### config.mk
export PLATFORM = sky130hd
export DESIGN_NAME = cpu_6502
export DESIGN_NICKNAME = d
export VERILOG_FILES = /design/src/rtl/cpu_6502_pkg.sv /design/src/rtl/cpu_6502_alu.sv /design/src/rtl/cpu_6502.sv
export SDC_FILE = /design/constraint.sdc
export NUM_CORES = 1
export LEC_CHECK = 0
export ABC_AREA = 1
export CORE_ASPECT_RATIO = 1.5
export CORE_MARGIN = 8
export CORE_UTILIZATION = 45
export DETAILED_ROUTE_END_ITERATION = 7
export GPL_TIMING_DRIVEN = 0
export PLACE_DENSITY_LB_ADDON = 0.3
export SLEW_MARGIN = 30
export SYNTH_ARGS = -nofsm -noshare
export SYNTH_HDL_FRONTEND = slang
export SYNTH_SLANG_ARGS = --single-unit
### constraint.sdc
create_clock -name clk -period 4.6 [get_ports clk]
set_input_delay 0.92 -clock clk [delete_from_list [all_inputs] [get_ports clk]]
set_output_delay 0.92 -clock clk [all_outputs]
set_load 0.005 [all_outputs]
### src/rtl/cpu_6502_pkg.sv
// Shared types for the cpu_6502 core: FSM states, ALU operations, opcodes
// and the debug snapshot struct exported by the top.
package cpu_6502_pkg;

   typedef enum logic [2:0] {
      S_FETCH  = 3'd0,
      S_DECODE = 3'd1,
      S_EXEC   = 3'd2,
      S_ABS1   = 3'd3,
      S_ABS2   = 3'd4,
      S_READ   = 3'd5
   } state_t;

   typedef enum logic [1:0] {
      ALU_PASS = 2'd0,
      ALU_ADC  = 2'd1,
      ALU_INC  = 2'd2
   } alu_op_t;

   localparam logic [7:0] OP_LDA_IMM = 8'hA9;
   localparam logic [7:0] OP_LDX_IMM = 8'hA2;
   localparam logic [7:0] OP_LDY_IMM = 8'hA0;
   localparam logic [7:0] OP_ADC_IMM = 8'h69;
   localparam logic [7:0] OP_LDA_ABS = 8'hAD;
   localparam logic [7:0] OP_STA_ABS = 8'h8D;
   localparam logic [7:0] OP_JMP_ABS = 8'h4C;
   localparam logic [7:0] OP_TAX     = 8'hAA;
   localparam logic [7:0] OP_TXA     = 8'h8A;
   localparam logic [7:0] OP_INX     = 8'hE8;
   localparam logic [7:0] OP_CLC     = 8'h18;
   localparam logic [7:0] OP_SEC     = 8'h38;
   localparam logic [7:0] OP_NOP     = 8'hEA;

   // Architectural snapshot so checkers can observe the core without probing internals.
   typedef struct packed {
      state_t      state;
      logic [15:0] pc;
      logic [7:0]  a;
      logic [7:0]  x;
      logic [7:0]  y;
      logic [7:0]  ir;
      logic [7:0]  lo;
      logic        n;
      logic        z;
      logic        c;
   } dbg_t;

endpackage

### src/rtl/cpu_6502_alu.sv
// Combinational ALU: add-with-carry, increment, and pass-through of b
// (loads and register transfers). N/Z always reflect the result.
module cpu_6502_alu
   import cpu_6502_pkg::*;
(
   input  alu_op_t    op,
   input  logic [7:0] a,
   input  logic [7:0] b,
   input  logic       carry_in,
   output logic [7:0] result,
   output logic       n,
   output logic       z,
   output logic       c
);

   logic [8:0] sum;

   always_comb begin
      sum    = {1'b0, a} + {1'b0, b} + {8'd0, carry_in};
      result = b;
      c      = carry_in;
      case (op)
         ALU_ADC: begin
            result = sum[7:0];
            c      = sum[8];
         end
         ALU_INC: result = b + 8'd1;
         default: result = b;
      endcase
      n = result[7];
      z = (result == 8'd0);
   end

endmodule

### src/rtl/cpu_6502.sv
// Reduced 6502-style core. The write-data port is named dout because "do"
// is a reserved word; positional order matches existing instances.
module cpu_6502
   import cpu_6502_pkg::*;
(
   input  logic [7:0]  di,
   output logic [7:0]  dout,
   input  logic        clk,
   input  logic        reset,
   output logic        we,
   output logic [15:0] ab,
   output dbg_t        dbg
);

   state_t      state_q, state_d;
   logic [15:0] pc_q, pc_d;
   logic [7:0]  a_q, a_d, x_q, x_d, y_q, y_d, ir_q, ir_d, lo_q, lo_d;
   logic        n_q, n_d, z_q, z_d, c_q, c_d;

   alu_op_t     alu_op;
   logic [7:0]  alu_b, alu_res;
   logic        alu_n, alu_z, alu_c;

   cpu_6502_alu u_alu (
      .op       (alu_op),
      .a        (a_q),
      .b        (alu_b),
      .carry_in (c_q),
      .result   (alu_res),
      .n        (alu_n),
      .z        (alu_z),
      .c        (alu_c)
   );

   always_ff @(posedge clk) begin
      if (reset) begin
         state_q <= S_FETCH;
         pc_q    <= 16'h0000;
         a_q     <= 8'h00;
         x_q     <= 8'h00;
         y_q     <= 8'h00;
         ir_q    <= 8'h00;
         lo_q    <= 8'h00;
         n_q     <= 1'b0;
         z_q     <= 1'b0;
         c_q     <= 1'b0;
      end else begin
         state_q <= state_d;
         pc_q    <= pc_d;
         a_q     <= a_d;
         x_q     <= x_d;
         y_q     <= y_d;
         ir_q    <= ir_d;
         lo_q    <= lo_d;
         n_q     <= n_d;
         z_q     <= z_d;
         c_q     <= c_d;
      end
   end

   always_comb begin
      state_d = state_q;
      pc_d    = pc_q;
      a_d     = a_q;
      x_d     = x_q;
      y_d     = y_q;
      ir_d    = ir_q;
      lo_d    = lo_q;
      n_d     = n_q;
      z_d     = z_q;
      c_d     = c_q;
      alu_op  = ALU_PASS;
      alu_b   = di;
      ab      = pc_q;
      dout    = 8'h00;
      we      = 1'b0;

      case (state_q)
         S_FETCH: begin
            pc_d    = pc_q + 16'd1;
            state_d = S_DECODE;
         end
         // Opcode arrives on di here; implied ops complete without touching PC.
         S_DECODE: begin
            ir_d    = di;
            state_d = S_FETCH;
            case (di)
               OP_LDA_IMM, OP_LDX_IMM, OP_LDY_IMM, OP_ADC_IMM: begin
                  pc_d    = pc_q + 16'd1;
                  state_d = S_EXEC;
               end
               OP_LDA_ABS, OP_STA_ABS, OP_JMP_ABS: begin
                  pc_d    = pc_q + 16'd1;
                  state_d = S_ABS1;
               end
               OP_TAX: begin
                  alu_b = a_q;
                  x_d   = alu_res;
                  n_d   = alu_n;
                  z_d   = alu_z;
               end
               OP_TXA: begin
                  alu_b = x_q;
                  a_d   = alu_res;
                  n_d   = alu_n;
                  z_d   = alu_z;
               end
               OP_INX: begin
                  alu_op = ALU_INC;
                  alu_b  = x_q;
                  x_d    = alu_res;
                  n_d    = alu_n;
                  z_d    = alu_z;
               end
               OP_CLC:  c_d = 1'b0;
               OP_SEC:  c_d = 1'b1;
               default: ;
            endcase
         end
         S_EXEC: begin
            state_d = S_FETCH;
            case (ir_q)
               OP_LDA_IMM: begin a_d = alu_res; n_d = alu_n; z_d = alu_z; end
               OP_LDX_IMM: begin x_d = alu_res; n_d = alu_n; z_d = alu_z; end
               OP_LDY_IMM: begin y_d = alu_res; n_d = alu_n; z_d = alu_z; end
               OP_ADC_IMM: begin
                  alu_op = ALU_ADC;
                  a_d    = alu_res;
                  n_d    = alu_n;
                  z_d    = alu_z;
                  c_d    = alu_c;
               end
               default: ;
            endcase
         end
         S_ABS1: begin
            lo_d    = di;
            pc_d    = pc_q + 16'd1;
            state_d = S_ABS2;
         end
         // High address byte is only on di this cycle, so ab is driven straight from it.
         S_ABS2: begin
            state_d = S_FETCH;
            case (ir_q)
               OP_JMP_ABS: pc_d = {di, lo_q};
               OP_STA_ABS: begin
                  ab   = {di, lo_q};
                  dout = a_q;
                  we   = 1'b1;
               end
               OP_LDA_ABS: begin
                  ab      = {di, lo_q};
                  state_d = S_READ;
               end
               default: ;
            endcase
         end
         S_READ: begin
            a_d     = alu_res;
            n_d     = alu_n;
            z_d     = alu_z;
            state_d = S_FETCH;
         end
         default: state_d = S_FETCH;
      endcase

      if (reset) begin
         ab   = 16'h0000;
         dout = 8'h00;
         we   = 1'b0;
      end
   end

   assign dbg = '{state: state_q, pc: pc_q, a: a_q, x: x_q, y: y_q,
                  ir: ir_q, lo: lo_q, n: n_q, z: z_q, c: c_q};

endmodule

* Yosys cells after proc, flatten, opt, wreduce, memory -nomap -nowiden
Cells that the tools add are included.
** Word-level totals
- Register bits after elaboration :: 62
- Input port bits :: 10
** Operators by class
- Add/sub/neg operators :: 4
- Equality and inequality tests :: 37
- Mux-type cells :: 37
- Reductions and logical operators :: 21
** Operator list (number)
- 8-bit equality test (second input constant) :: 13
- 16-bit two-way mux :: 5
- 8-bit two-way mux :: 8
- 16-bit case mux with 3 select lines :: 1
- 8-bit case mux with 2 select lines :: 3
- 8-bit by 7-bit equality test with 1-bit output (second input constant) :: 4
- 8-bit case mux with 3 select lines :: 1
- 16-bit by 1-bit adder with 16-bit output (second input constant) :: 1
- 2-bit inequality test (second input constant) :: 8
- 3-bit case mux with 4 select lines :: 1
- 3-bit AND reduction :: 4
- 1-bit two-way mux :: 10
- 2-bit OR reduction :: 5
- 8-bit by 8-bit adder with 9-bit output :: 1
- 9-bit by 1-bit adder with 9-bit output :: 1
- 8-bit by 1-bit adder with 8-bit output (second input constant) :: 1
- 8-bit by 5-bit equality test with 1-bit output (second input constant) :: 1
- 8-bit by 6-bit equality test with 1-bit output (second input constant) :: 1
- 8-bit logical NOT :: 1
- 2-bit case mux with 2 select lines :: 2
- 4-bit OR reduction :: 2
- 7-bit OR reduction :: 1
- 3-bit by 2-bit equality test with 1-bit output (second input constant) :: 2
- 3-bit equality test (second input constant) :: 2
- other kinds (15) :: 20

* Depth between registers and ports, before layout
- Depth after elaboration :: 10
- Gate-level depth with buffers :: 30
- Mapped depth without buffers :: 30

* Cells and area by module
From an unflattened synthesis, not the netlist that was laid out.
** Unflattened totals
- Cells, all modules :: 761
- Area, all modules :: 4529.3 um2
** Modules (own cells, without submodules)
- cpu_6502 :: instances 1, cells each 601, area each 3713.6 um2, sequential area each 1241.2 um2
- cpu_6502_alu :: instances 1, cells each 160, area each 815.8 um2, sequential area each 0.0 um2

* Worst setup path after synthesis
Ideal clock, no wire load.
- Kind :: input port to flip-flop
- From :: input di[3]
- To :: register z_q
- Setup time :: 0.067 ns
- Data arrival time :: 3.617 ns
- Required time :: 4.533 ns
- Setup slack :: 0.916 ns
- Stages :: 30
- Cell sequence :: buf_4 nand2_4 nor2_4 nand2_2 nand2_2 nand2_1 o21ai_1 nand2_2 nand2_2 inv_2 fa_1 inv_1 fa_1 nand2_1 inv_1 o21ai_0 nand2_1 nand2_1 nand2_1 a21oi_1 or2_2 nand3_1 nand2_1 inv_1 nand2_1 nand2_2 nand2_1 inv_2 nand2_1 a21oi_2
** Between the ends
- Cells in the longest elaborated chain, start to end :: 10
- Elaborated cells on any way between the ends :: 21
- Classes of those cells :: add/sub (3); eq/ne (6); mux (8); reduce/logical (4)
** Ends and longest elaborated chain
- from (decl) :: line cpu_6502.sv:6 : input logic [7:0] di,
- 8-bit equality test :: line cpu_6502.sv:87 : case (di)
- 2-bit OR reduction (no line)
- 8-bit case mux with 2 select lines :: line cpu_6502.sv:87
- 8-bit two-way mux :: line cpu_6502.sv:78 : case (state_q)
- 8-bit by 8-bit adder with 9-bit output :: line cpu_6502_alu.sv:19 : sum = {1'b0, a} + {1'b0, b} + {8'd0, carry_in};
- 9-bit by 1-bit adder with 9-bit output :: line cpu_6502_alu.sv:19
- 8-bit case mux with 2 select lines :: line cpu_6502_alu.sv:22 : case (op)
- 8-bit logical NOT :: line cpu_6502_alu.sv:31 : z = (result == 8'd0);
- 1-bit two-way mux (on tied branches) :: line cpu_6502.sv:122, cpu_6502.sv:87
- 1-bit case mux with 3 select lines :: line cpu_6502.sv:78
- to (signal assigned) :: line cpu_6502.sv:56 : z_q <= z_d;
- to (decl) :: line cpu_6502.sv:18 : logic n_q, n_d, z_q, z_d, c_q, c_d;
Parallel ways exist; a longest one is shown, timed or not. The select of a mux whose other input is x is not followed.
A chain may end at the register's enable or synchronous reset.

* Worst setup path after layout
- From :: input di[0]
- To :: register z_q
Same word-level chain as after synthesis.

==> results_dict.tcl <==
set metrics [dict create \
    crit_end "z_q" \
    crit_top_cell "nand2_1" \
    drv_slew 0 \
    wl_met3_um 1150 \
    synth.area.top_cells "dfxtp_1 30%, nand2_1 11%, a21oi_1 7.9%" \
    grt_usage 0.248 \
    setup_viol 0 \
    die_h_um 134 \
    finalWirelength_um 15900 \
    hold_ws_ns 0.489 \
    yosysMostFrequentCell "nand2_1" \
    tightestPinTransition_ns 0.715 \
    gp_congestion 0.979 \
    period_minus_slack_ns 4.35 \
    fin_nets 786 \
    start_util 0.460 \
    syn_area_um2 4200 \
    hold_viol_final 0 \
    synthCells 649 \
    cts.root.buffer_cell "clkbuf_16" \
    drcViolationCount 0 \
    cp.depth 31 \
    cp_max_fo 8 \
    routed.top_layer "met4" \
    cap_viol_max_count 0 \
    final_antenna_net_count 0 \
    clkSinkCount 62 \
    yosysTopAreaCellShare 0.295 \
    clk_pin_slew_worst_paths_ns 0.06 \
    r2r_cells 27 \
    drt_first_pass_iters 5 \
    grt_antenna_before_repair 0 \
    startpoint_type "input port" \
    drt_iter0_drc 382 \
    synth-edff-count 0 \
    dr_wl_met2_um 8150 \
    fmax_mhz 230 \
    io_pins 97 \
    cp.required_ns 4.87 \
    syn_nets 672 \
    p_leak_nw 2.36 \
    antennaDiodeCount 0 \
    tritoncts "yes" \
    post-dp-hpwl_um 12500 \
    end_kind "flip-flop" \
    fin_crit_sh 0.945 \
    synth_cell_types 43 \
    via_count 4993 \
    grt_first_pass_wirelength_um 24600 \
    max_stage_delay_ns 0.51 \
    core-area_um2 9150 \
    crit_family "simple AND/OR/NAND/NOR gates" \
    numCtsBuffers 9 \
    seq_area_frac_synth 0.295 \
    ys_top_cells_by_count "125 x nand2_1, 68 x inv_1, 68 x nor2_1" \
    fp.dieW_um 94.9 \
    layout-drive-gt1-share 0.117 \
    r2r_start "state_q[0]" \
    synth_seq_cells 62 \
    relSlewSlack 0.519 \
    r2r_slack_ns 1.10 \
    p_per_area_nw_per_um2 270 \
    synthArstFlopShare 0 \
    area_growth_pct 34.6 \
    ir_drop_uv 225 \
    io_buffers 95 \
    cts_max_level 3 \
    overflow 0 \
    crit_arrival_ns 4.61 \
    wl_met1_um 5660 \
    rows 43 \
    routedWlPerCell_um 18.1 \
    ys.flop_type "dfxtp_1" \
    min_path_type "reg -> reg" \
    crit_buf_inv 7 \
    ys_warn_count 0 \
    syn_area_per_cell_um2 6.48 \
    grt_max_degree 14 \
    rr_endpoint "z_q" \
    cts.path.max_buffers 2 \
    die-area_um2 12800 \
    grt_pass1_vias 4967 \
    yosysTopAreaCell "dfxtp_1" \
    fin_util 0.619 \
    total_power_mw 1.53 \
    insertion_delay_ns 0.34 \
    slowest_stage "clkdlybuf4s50_1" \
    hold_buffers 0 \
    viasPerCell 5.67 \
    path_class "in -> reg" \
    status "complete, no violations" \
    crit_start "di[0]" \
    skew_ns 0.00446 \
]
## placed cells by master (no fill, tap or decap), types with 3 or more instances in the layout
| master | Yosys | final |
|---|---|---|
| inv_6 | 0 | 3 |
| a221oi_1 | 3 | 3 |
| clkbuf_1 | 19 | 19 |
| a21oi_2 | 6 | 6 |
| a21oi_1 | 66 | 66 |
| o21ai_2 | 3 | 3 |
| nor3_1 | 8 | 8 |
| a31oi_1 | 6 | 6 |
| dlymetal6s2s_1 | 0 | 6 |
| a211oi_1 | 19 | 19 |
| o21ai_0 | 66 | 66 |
| xor2_1 | 4 | 4 |
| buf_1 | 5 | 5 |
| nand3_1 | 33 | 33 |
| nand2_2 | 12 | 12 |
| nand2_1 | 125 | 125 |
| dfxtp_1 | 62 | 62 |
| nor2_4 | 5 | 5 |
| inv_2 | 12 | 9 |
| nor2_1 | 68 | 68 |
| nand4_1 | 6 | 6 |
| buf_4 | 4 | 12 |
| ha_1 | 11 | 11 |
| clkdlybuf4s50_1 | 0 | 89 |
| or2_2 | 6 | 6 |
| inv_1 | 68 | 68 |
| inv_4 | 1 | 4 |
| clkbuf_16 | 0 | 9 |
| nor2_2 | 9 | 9 |
## per-layer routing
metal  global-route usage  vias to the layer above
met4                0.163                        0
met5                    0                        -
li1                     -                     2387
met2                0.445                      233
met3               0.0604                       64
met1                0.241                     2309
## how the worst min path moves through the flow
stage / from / end / slack [ns] / depth (start not counted)
floorplan: z_q / z_q / 0.46 / 2
global route: z_q / z_q / 0.51 / 2
global placement: z_q / z_q / 0.48 / 2
detailed placement: lo_q[1] / lo_q[1] / 0.49 / 2
finish: lo_q[1] / lo_q[1] / 0.49 / 2
CTS: lo_q[1] / lo_q[1] / 0.50 / 2
## registers in the layout, indices dropped and copies added (netlist names)
signal,cells
y_q,8
pc_q,16
state_q,3
c_q,1
ir_q,8
a_q,8
x_q,8
lo_q,8
z_q,1
n_q,1
## kinds of logic (layout without fill, tap and decap cells)
group,Yosys count,count (layout),share of synthesized area
flip-flops,62,62,0.295
buffers and inverters,112,231,0.107
adder cells (fa/ha/maj),13,13,0.0423
XOR/XNOR,5,5,0.0104
AO/OA/AOI/OAI,178,178,0.244
AND/OR/NAND/NOR,279,279,0.301
## power by group
part           leakage [nW]  internal [mW]  total [mW]  switching (mW)
Combinational          1.72          0.123       0.283           0.161
Clock                 0.133          0.370       0.646           0.277
Sequential            0.506          0.564       0.600          0.0360
## metrics by stage
stage / cell area [um^2] / TNS [ns] / worst slack (ns) / cells
detailed placement: 5300 / -0.247 / -0.190 / 856
global placement: 5300 / -0.136 / -0.136 / 856
global route: 5660 / -0.0116 / -0.0116 / 880
floorplan: 4200 / 0 / 0.916 / 649
finish: 5660 / 0 / 0.254 / 880
CTS: 5580 / 0 / 0.155 / 872
## worst reg2reg max path, delay by kind of cell (launching register included)
| family | cells | cell delay, ns |
|---|---|---|
| and+or+nand+nor | 16 | 1.78 |
| buffers and inverters | 6 | 0.41 |
| AOI/OAI and AO/OA | 3 | 0.25 |
| adders and majority gates | 2 | 0.55 |
| DFF | 1 | 0.44 |
## cell type report
class                           instances  area (um^2)
Clock inverter                          7         55.1
Inverter                               82          318
Multi-Input combinational cell        475         2510
Sequential cell                        62         1240
Buffer                                 30          140
Tap cell                              112          140
Fill cell                             890         3490
Clock buffer                            9          225
Timing Repair Buffer                  103         1030
## what timing repair did
action	in CTS	in global routing
endpoints found under the setup margin	0	5
gates resized for setup	0	9
setup buffers	0	8
Power figures use the tool's default switching activity.
